<file path="config.mk">
export PLATFORM = sky130hd
export DESIGN_NAME = dbchecker_rx_wbuf
export DESIGN_NICKNAME = d
export VERILOG_FILES = /design/src/rtl/dbchecker_pkg.sv /design/src/rtl/dbchecker_sync_fifo.sv /design/src/rtl/dbchecker_rx_wbuf.sv
export SDC_FILE = /design/constraint.sdc
export NUM_CORES = 2
export LEC_CHECK = 0
export ABC_AREA = 1
export CORE_MARGIN = 1
export CORE_UTILIZATION = 55
export DETAILED_ROUTE_END_ITERATION = 10
export PLACE_DENSITY = 0.7
export SYNTH_ARGS = -nofsm -noshare
export SYNTH_HDL_FRONTEND = slang
export SYNTH_HIERARCHICAL = 1
export SYNTH_SLANG_ARGS = --single-unit
</file>
<file path="constraint.sdc">
create_clock -name clock -period 10.91 [get_ports clock]
set_input_delay 2.7275 -clock clock [delete_from_list [all_inputs] [get_ports clock]]
set_output_delay 2.7275 -clock clock [all_outputs]
set_load 0.01 [all_outputs]
</file>
<file path="src/rtl/dbchecker_pkg.sv">
// Shared AXI rx field widths and payload bundles
// for the DBChecker rx write-buffer slice.
package dbchecker_pkg;

  localparam int ID_W   = 4;
  localparam int ADDR_W = 64;
  localparam int DATA_W = 128;
  localparam int STRB_W = 16;
  localparam int LEN_W  = 8;
  localparam int CNT_W  = 8;

  typedef struct packed {
    logic [ID_W-1:0]   id;
    logic [ADDR_W-1:0] addr;
    logic [LEN_W-1:0]  len;
    logic [2:0]        size;
    logic [1:0]        burst;
    logic [3:0]        cache;
    logic              lock;
    logic [2:0]        prot;
    logic [3:0]        qos;
    logic [3:0]        region;
  } aw_t;

  typedef struct packed {
    logic [DATA_W-1:0] data;
    logic [STRB_W-1:0] strb;
    logic              last;
  } w_t;

  typedef struct packed {
    logic [ID_W-1:0] id;
    logic [1:0]      resp;
  } b_t;

endpackage

</file>
<file path="src/rtl/dbchecker_sync_fifo.sv">
// Generic single-clock FIFO with wrap-bit pointers.
// Output data reads as zero while the FIFO is empty.
module dbchecker_sync_fifo #(
  parameter int WIDTH = 8,
  parameter int DEPTH = 4
) (
  input  logic             clk_i,
  input  logic             rst_ni,
  input  logic             push_i,
  input  logic [WIDTH-1:0] wdata_i,
  input  logic             pop_i,
  output logic             full_o,
  output logic             empty_o,
  output logic [WIDTH-1:0] rdata_o
);

  localparam int AW = $clog2(DEPTH);

  logic [AW:0]      wr_q, wr_d;
  logic [AW:0]      rd_q, rd_d;
  logic [WIDTH-1:0] mem_q [DEPTH];
  logic             push_en;
  logic             pop_en;

  assign empty_o = (wr_q == rd_q);
  assign full_o  = (wr_q[AW-1:0] == rd_q[AW-1:0])
                && (wr_q[AW] != rd_q[AW]);

  assign push_en = push_i && !full_o;
  assign pop_en  = pop_i && !empty_o;

  assign rdata_o = empty_o ? '0 : mem_q[rd_q[AW-1:0]];

  // Advance pointers on accepted push/pop
  always_comb begin
    wr_d = wr_q;
    rd_d = rd_q;
    if (push_en) wr_d = wr_q + 1'b1;
    if (pop_en)  rd_d = rd_q + 1'b1;
  end

  // Pointer registers
  always_ff @(posedge clk_i or negedge rst_ni) begin
    if (!rst_ni) begin
      wr_q <= '0;
      rd_q <= '0;
    end else begin
      wr_q <= wr_d;
      rd_q <= rd_d;
    end
  end

  // Storage array, written at the tail slot
  always_ff @(posedge clk_i) begin
    if (push_en) mem_q[wr_q[AW-1:0]] <= wdata_i;
  end

endmodule

</file>
<file path="src/rtl/dbchecker_rx_wbuf.sv">
// AXI rx write buffer: AW/W FIFOs, B slice, outstanding limit.
// Optional stall counters: DBCHECKER_RX_WBUF_STATS_EN.
module dbchecker_rx_wbuf
  import dbchecker_pkg::*;
#(
  parameter int AW_DEPTH  = 4,
  parameter int W_DEPTH   = 16,
  parameter int MAX_OUTST = 8
) (
  input  logic              clock,
  input  logic              reset_n,
  input  logic [ID_W-1:0]   s_axi_io_rx_awid,
  input  logic [ADDR_W-1:0] s_axi_io_rx_awaddr,
  input  logic [LEN_W-1:0]  s_axi_io_rx_awlen,
  input  logic [2:0]        s_axi_io_rx_awsize,
  input  logic [1:0]        s_axi_io_rx_awburst,
  input  logic [3:0]        s_axi_io_rx_awcache,
  input  logic              s_axi_io_rx_awlock,
  input  logic [2:0]        s_axi_io_rx_awprot,
  input  logic [3:0]        s_axi_io_rx_awqos,
  input  logic [3:0]        s_axi_io_rx_awregion,
  input  logic              s_axi_io_rx_awvalid,
  output logic              s_axi_io_rx_awready,
  input  logic [DATA_W-1:0] s_axi_io_rx_wdata,
  input  logic [STRB_W-1:0] s_axi_io_rx_wstrb,
  input  logic              s_axi_io_rx_wlast,
  input  logic              s_axi_io_rx_wvalid,
  output logic              s_axi_io_rx_wready,
  output logic [ID_W-1:0]   s_axi_io_rx_bid,
  output logic [1:0]        s_axi_io_rx_bresp,
  output logic              s_axi_io_rx_bvalid,
  input  logic              s_axi_io_rx_bready,
  output logic [ID_W-1:0]   m_axi_io_rx_awid,
  output logic [ADDR_W-1:0] m_axi_io_rx_awaddr,
  output logic [LEN_W-1:0]  m_axi_io_rx_awlen,
  output logic [2:0]        m_axi_io_rx_awsize,
  output logic [1:0]        m_axi_io_rx_awburst,
  output logic [3:0]        m_axi_io_rx_awcache,
  output logic              m_axi_io_rx_awlock,
  output logic [2:0]        m_axi_io_rx_awprot,
  output logic [3:0]        m_axi_io_rx_awqos,
  output logic [3:0]        m_axi_io_rx_awregion,
  output logic              m_axi_io_rx_awvalid,
  input  logic              m_axi_io_rx_awready,
  output logic [DATA_W-1:0] m_axi_io_rx_wdata,
  output logic [STRB_W-1:0] m_axi_io_rx_wstrb,
  output logic              m_axi_io_rx_wlast,
  output logic              m_axi_io_rx_wvalid,
  input  logic              m_axi_io_rx_wready,
  input  logic [ID_W-1:0]   m_axi_io_rx_bid,
  input  logic [1:0]        m_axi_io_rx_bresp,
  input  logic              m_axi_io_rx_bvalid,
  output logic              m_axi_io_rx_bready,
  output logic [CNT_W-1:0]  outst_cnt
`ifdef DBCHECKER_RX_WBUF_STATS_EN
  ,
  output logic [31:0]       aw_stall_cnt,
  output logic [31:0]       w_stall_cnt
`endif
);

  aw_t s_aw, m_aw;
  w_t  s_w, m_w;
  b_t  m_b, b_q, b_d;

  logic             rdy_q;
  logic             aw_full, aw_empty;
  logic             w_full, w_empty;
  logic             b_full_q, b_full_d;
  logic [CNT_W-1:0] outst_q, outst_d;
  logic             aw_push, aw_hs;
  logic             w_push, w_hs;
  logic             b_load, b_hs, b_dec;

  assign s_aw.id     = s_axi_io_rx_awid;
  assign s_aw.addr   = s_axi_io_rx_awaddr;
  assign s_aw.len    = s_axi_io_rx_awlen;
  assign s_aw.size   = s_axi_io_rx_awsize;
  assign s_aw.burst  = s_axi_io_rx_awburst;
  assign s_aw.cache  = s_axi_io_rx_awcache;
  assign s_aw.lock   = s_axi_io_rx_awlock;
  assign s_aw.prot   = s_axi_io_rx_awprot;
  assign s_aw.qos    = s_axi_io_rx_awqos;
  assign s_aw.region = s_axi_io_rx_awregion;

  assign m_axi_io_rx_awid     = m_aw.id;
  assign m_axi_io_rx_awaddr   = m_aw.addr;
  assign m_axi_io_rx_awlen    = m_aw.len;
  assign m_axi_io_rx_awsize   = m_aw.size;
  assign m_axi_io_rx_awburst  = m_aw.burst;
  assign m_axi_io_rx_awcache  = m_aw.cache;
  assign m_axi_io_rx_awlock   = m_aw.lock;
  assign m_axi_io_rx_awprot   = m_aw.prot;
  assign m_axi_io_rx_awqos    = m_aw.qos;
  assign m_axi_io_rx_awregion = m_aw.region;

  assign s_w.data = s_axi_io_rx_wdata;
  assign s_w.strb = s_axi_io_rx_wstrb;
  assign s_w.last = s_axi_io_rx_wlast;

  assign m_axi_io_rx_wdata = m_w.data;
  assign m_axi_io_rx_wstrb = m_w.strb;
  assign m_axi_io_rx_wlast = m_w.last;

  assign m_b.id   = m_axi_io_rx_bid;
  assign m_b.resp = m_axi_io_rx_bresp;

  assign s_axi_io_rx_bid    = b_q.id;
  assign s_axi_io_rx_bresp  = b_q.resp;
  assign s_axi_io_rx_bvalid = b_full_q;

  // Readies are held low until the first edge after reset
  assign s_axi_io_rx_awready = rdy_q && !aw_full;
  assign s_axi_io_rx_wready  = rdy_q && !w_full;
  assign m_axi_io_rx_bready  = rdy_q
                            && (!b_full_q || s_axi_io_rx_bready);

  assign m_axi_io_rx_awvalid = !aw_empty
                            && (outst_q < CNT_W'(MAX_OUTST));
  assign m_axi_io_rx_wvalid  = !w_empty;

  assign aw_push = s_axi_io_rx_awvalid && s_axi_io_rx_awready;
  assign aw_hs   = m_axi_io_rx_awvalid && m_axi_io_rx_awready;
  assign w_push  = s_axi_io_rx_wvalid && s_axi_io_rx_wready;
  assign w_hs    = m_axi_io_rx_wvalid && m_axi_io_rx_wready;
  assign b_load  = m_axi_io_rx_bvalid && m_axi_io_rx_bready;
  assign b_hs    = b_full_q && s_axi_io_rx_bready;
  assign b_dec   = b_hs && (outst_q != '0);

  assign outst_cnt = outst_q;

  dbchecker_sync_fifo #(
    .WIDTH ($bits(aw_t)),
    .DEPTH (AW_DEPTH)
  ) u_aw_fifo (
    .clk_i   (clock),
    .rst_ni  (reset_n),
    .push_i  (aw_push),
    .wdata_i (s_aw),
    .pop_i   (aw_hs),
    .full_o  (aw_full),
    .empty_o (aw_empty),
    .rdata_o (m_aw)
  );

  dbchecker_sync_fifo #(
    .WIDTH ($bits(w_t)),
    .DEPTH (W_DEPTH)
  ) u_w_fifo (
    .clk_i   (clock),
    .rst_ni  (reset_n),
    .push_i  (w_push),
    .wdata_i (s_w),
    .pop_i   (w_hs),
    .full_o  (w_full),
    .empty_o (w_empty),
    .rdata_o (m_w)
  );

  // Outstanding count: issue adds, response retires, floor at zero
  always_comb begin
    outst_d = outst_q;
    unique case ({aw_hs, b_dec})
      2'b10:   outst_d = outst_q + 1'b1;
      2'b01:   outst_d = outst_q - 1'b1;
      default: outst_d = outst_q;
    endcase
  end

  // B slice: load when empty or draining, clear on drain
  always_comb begin
    b_full_d = b_full_q;
    b_d      = b_q;
    if (b_hs) b_full_d = 1'b0;
    if (b_load) begin
      b_full_d = 1'b1;
      b_d      = m_b;
    end
  end

  // Control state registers
  always_ff @(posedge clock or negedge reset_n) begin
    if (!reset_n) begin
      rdy_q    <= 1'b0;
      outst_q  <= '0;
      b_full_q <= 1'b0;
      b_q      <= '0;
    end else begin
      rdy_q    <= 1'b1;
      outst_q  <= outst_d;
      b_full_q <= b_full_d;
      b_q      <= b_d;
    end
  end

`ifdef DBCHECKER_RX_WBUF_STATS_EN
  logic [31:0] aw_stall_q, aw_stall_d;
  logic [31:0] w_stall_q, w_stall_d;

  // Saturating per-channel downstream stall counters
  always_comb begin
    aw_stall_d = aw_stall_q;
    w_stall_d  = w_stall_q;
    if (m_axi_io_rx_awvalid && !m_axi_io_rx_awready
        && (aw_stall_q != '1))
      aw_stall_d = aw_stall_q + 1'b1;
    if (m_axi_io_rx_wvalid && !m_axi_io_rx_wready
        && (w_stall_q != '1))
      w_stall_d = w_stall_q + 1'b1;
  end

  // Stall counter registers
  always_ff @(posedge clock or negedge reset_n) begin
    if (!reset_n) begin
      aw_stall_q <= '0;
      w_stall_q  <= '0;
    end else begin
      aw_stall_q <= aw_stall_d;
      w_stall_q  <= w_stall_d;
    end
  end

  assign aw_stall_cnt = aw_stall_q;
  assign w_stall_cnt  = w_stall_q;
`endif

endmodule

</file>
==> run metrics <==
status=complete, but fails checks; failing checks=max-slew violations; Register-to-Register Setup Slack=approximately 5.1 ns; synth warn=6; Hold EP=s_axi_io_rx_bresp[1]$_DFFE_PN0P_; vias in the first global route=76000; min-delay worst type=register to register; peak supply drop=~0.00027 V; initial antenna violation count=50; crit start category=register; critical path's largest stage delay=0.88 ns; f_max=121.2 MHz; wire per inst=20.94 um; initial drt markers=8548; crit end category=output port; H-tree depth=5; r2r startpoint=u_w_fifo/rd_q[2]$_DFFE_PN0P_; FF+latch count, synth=approximately 2700; CTS tree=done; PwrDens=around 260 nW/um^2; TritonCTS Buffers=slightly below 300; Top-Level Pins=518; R2R depth=10; cts hold-fix bufs=0; DR DRC count=0; hold path start=s_axi_io_rx_bresp[1]$_DFFE_PN0P_; hold path depth=2; Port Buffer Count=517; largest net degree at the start of global routing=194; relative slew slack=-0.05842; Netlist Area Pre-Place=116700 sq um; Core ar.=roughly 210000 sq um; GP Congestion=roughly 0.8; dpl hpwl=153.3 mm; Site Rows=168; Clk pin slew, worst setup/hold paths=around 0.06 ns; Sink Count=2740; post-route insts no fill=14560; syn nets=11450; final worst slack=2.660 ns; first-pass GRT wire length=457.5 mm; Slew Limit Fails=63; leakage power=roughly 55 nW; clock root cell=clkbuf_16; clock skew=~0.056 ns; crit-path cells=buf_4 -> xor2_1 -> nor2_1 -> nand3_1 -> inv_6 -> buf_4 -> a21oi_1 -> clkdlybuf4s50_1; Crit Path Class=register to output port; Tot Pwr=34.05 mW; Post-Route WL=305.0 mm; Synth Area per Inst=10.45 sq um; final core occ=0.6317; Post-Syn Instances=around 11000; die height=462.6 um; Seq/Total Area, Yosys=0.7036; nets=about 12000; worst r2r dst=u_w_fifo/mem_q[14][43]$_DFFE_PP_; placed cells=roughly 14000; crit path time final=8.250 ns; worst path required time=between 8 and 9 ns; Routed Antenna Nets=0; WP buf/inv=4; DR vias/cell=5.417; Die Width=approximately 460 um; Post-CTS Setup Bufs=0; Worst-Skew Late Latency=0.93 ns; Setup crit start=u_w_fifo/rd_q[2]$_DFFE_PN0P_; initial core utilization=0.5552; crit path DAT=5.52 ns; setup TNS=0 ns; post_cts resized=0; CP Max Fanout=76; First-pass DRT Iterations=8; endpoints failing setup=0; die area=214000 sq um; via count=just under 80000; worst-margin pin slew=~1.6 ns; share of cells above drive strength 1=0.04423; CP max stage cell=inv_6; total gr overflow=0; CTS max path bufs=4; Max Cap Viol=0; Top delay family on crit path=buffers and inverters; post-route clock period utilization=0.7562; endpoints failing hold=0; Setup WS pre-CTS=3.642 ns; total track usage=0.2814; post-synthesis cell type count=34; Layout area overhead=13.78%; RSZ-0062 raised after global routing=false; CP most frequent cell=buf_4
[where the power goes]
| group | internal [mW] | leakage, nW | switching (mW) |
|---|---|---|---|
| registers | 12.2 | 24.8 | 0.340 |
| clock network | 5.38 | 4.29 | 3.88 |
| logic | 4.10 | 26.2 | 8.13 |
[kinds of logic after synthesis]
logic type	synth area share
AOI/OAI and AO/OA	0.01936
xor gates and xnor gates	0.001126
adders and majority gates	0.001994
buffers and inverters	0.07863
DFF	0.7036
other	0.00003213
and+or+nand+nor	0.1952
[worst max-delay path by stage]
| stage | depth (start not counted) | to | slack [ns] |
|---|---|---|---|
| after floorplan | 4 | u_w_fifo/mem_q[0][0]$_DFFE_PP_ | 0.75 |
| after global placement | 8 | m_axi_io_rx_wdata[85] | 3.71 |
| after detailed placement | 8 | m_axi_io_rx_wdata[85] | 3.64 |
| after CTS | 8 | m_axi_io_rx_wdata[85] | 2.66 |
| after global routing | 9 | m_axi_io_rx_wdata[85] | 2.49 |
| final | 8 | m_axi_io_rx_wdata[85] | 2.66 |
[cells in the final DEF, fill, tap and decap left out, types with 7 or more instances in the layout]
master and n:
nand2_1 4124, edfxtp_1 2708, inv_1 1722, nand3_1 1196, clkdlybuf4s50_1 516, nor2_1 306
clkbuf_16 301, o21ai_0 200, a21oi_1 148, o21ai_1 94, buf_4 91, clkinv_1 69
clkbuf_1 66, clkinv_2 35, dfrtp_1 27, diode_2 25, nor2_4 21, ha_1 17
buf_12 16, bufinv_16 14, xor2_1 10, inv_6 7
[Yosys cell counts, drive strengths merged]
master	n	area (sq um)
or2	2	17.52
xor2	10	87.58
nor3	1	10.01
inv	1734	6514
a21oi	150	773.2
o21ai	294	1471
xnor2	5	43.79
nand3	1197	5996
nand3b	2	18.77
clkbuf	203	762.0
nor2	327	1230
edfxtp	2708	81320
nor3b	2	15.01
o22ai	1	6.260
clkinv	1	3.750
a41oi	1	8.760
nand2	4126	15500
fa	1	20.02
ha	17	212.7
buf	358	1897
conb	1	3.750
dfrtp	32	800.8
[routing by layer]
layer | up-vias | GRT usage | part of all wire | routed length, um
met5 | - | 0 | 0.00090 | 274
met4 | 46 | 0.09433 | 0.029 | 8896
met3 | 556 | 0.05649 | 0.090 | 27590
met2 | 3404 | 0.4630 | 0.48 | 146500
met1 | 38170 | 0.3750 | 0.40 | 121700
li1 | 36710 | - | - | -
[stage by stage]
stage / hold slack (ns) / cell area [sq um]
6_report: 0.4702 / 132800
5_1_grt: 0.5085 / 132800
4_1_cts: 0.4727 / 132700
3_5_place_dp: 0.4593 / 123900
3_3_place_gp: 0.4573 / 123900
2_1_floorplan: 0.5017 / 116700
[tightest hold or removal path: cells and delay by family, from the launching register on]
family | cells | cell delay, ns
simple gates | 2 | 0.09
flops | 1 | 0.34
[flip-flops by register name, summed over array words and instances (netlist names)]
register	flops
rdy_q	1
u_w_fifo/wr_q	5
u_w_fifo/mem_q	2320
s_axi_io_rx_bvalid	1
outst_cnt	8
u_w_fifo/rd_q	5
s_axi_io_rx_bresp	2
u_aw_fifo/mem_q	388
s_axi_io_rx_bid	4
u_aw_fifo/wr_q	3
u_aw_fifo/rd_q	3
[layout make-up]
cell class,count,area (sq um)
clock buffer,371,7835
multi-input combinational,6137,25570
inverter,1735,6553
sequential,2740,82140
antenna,25,62.56
tap,2805,3510
fill,16070,77410
clock inverter,127,943.4
timing repair buffer,624,6173
Power figures use the tool's default switching activity.
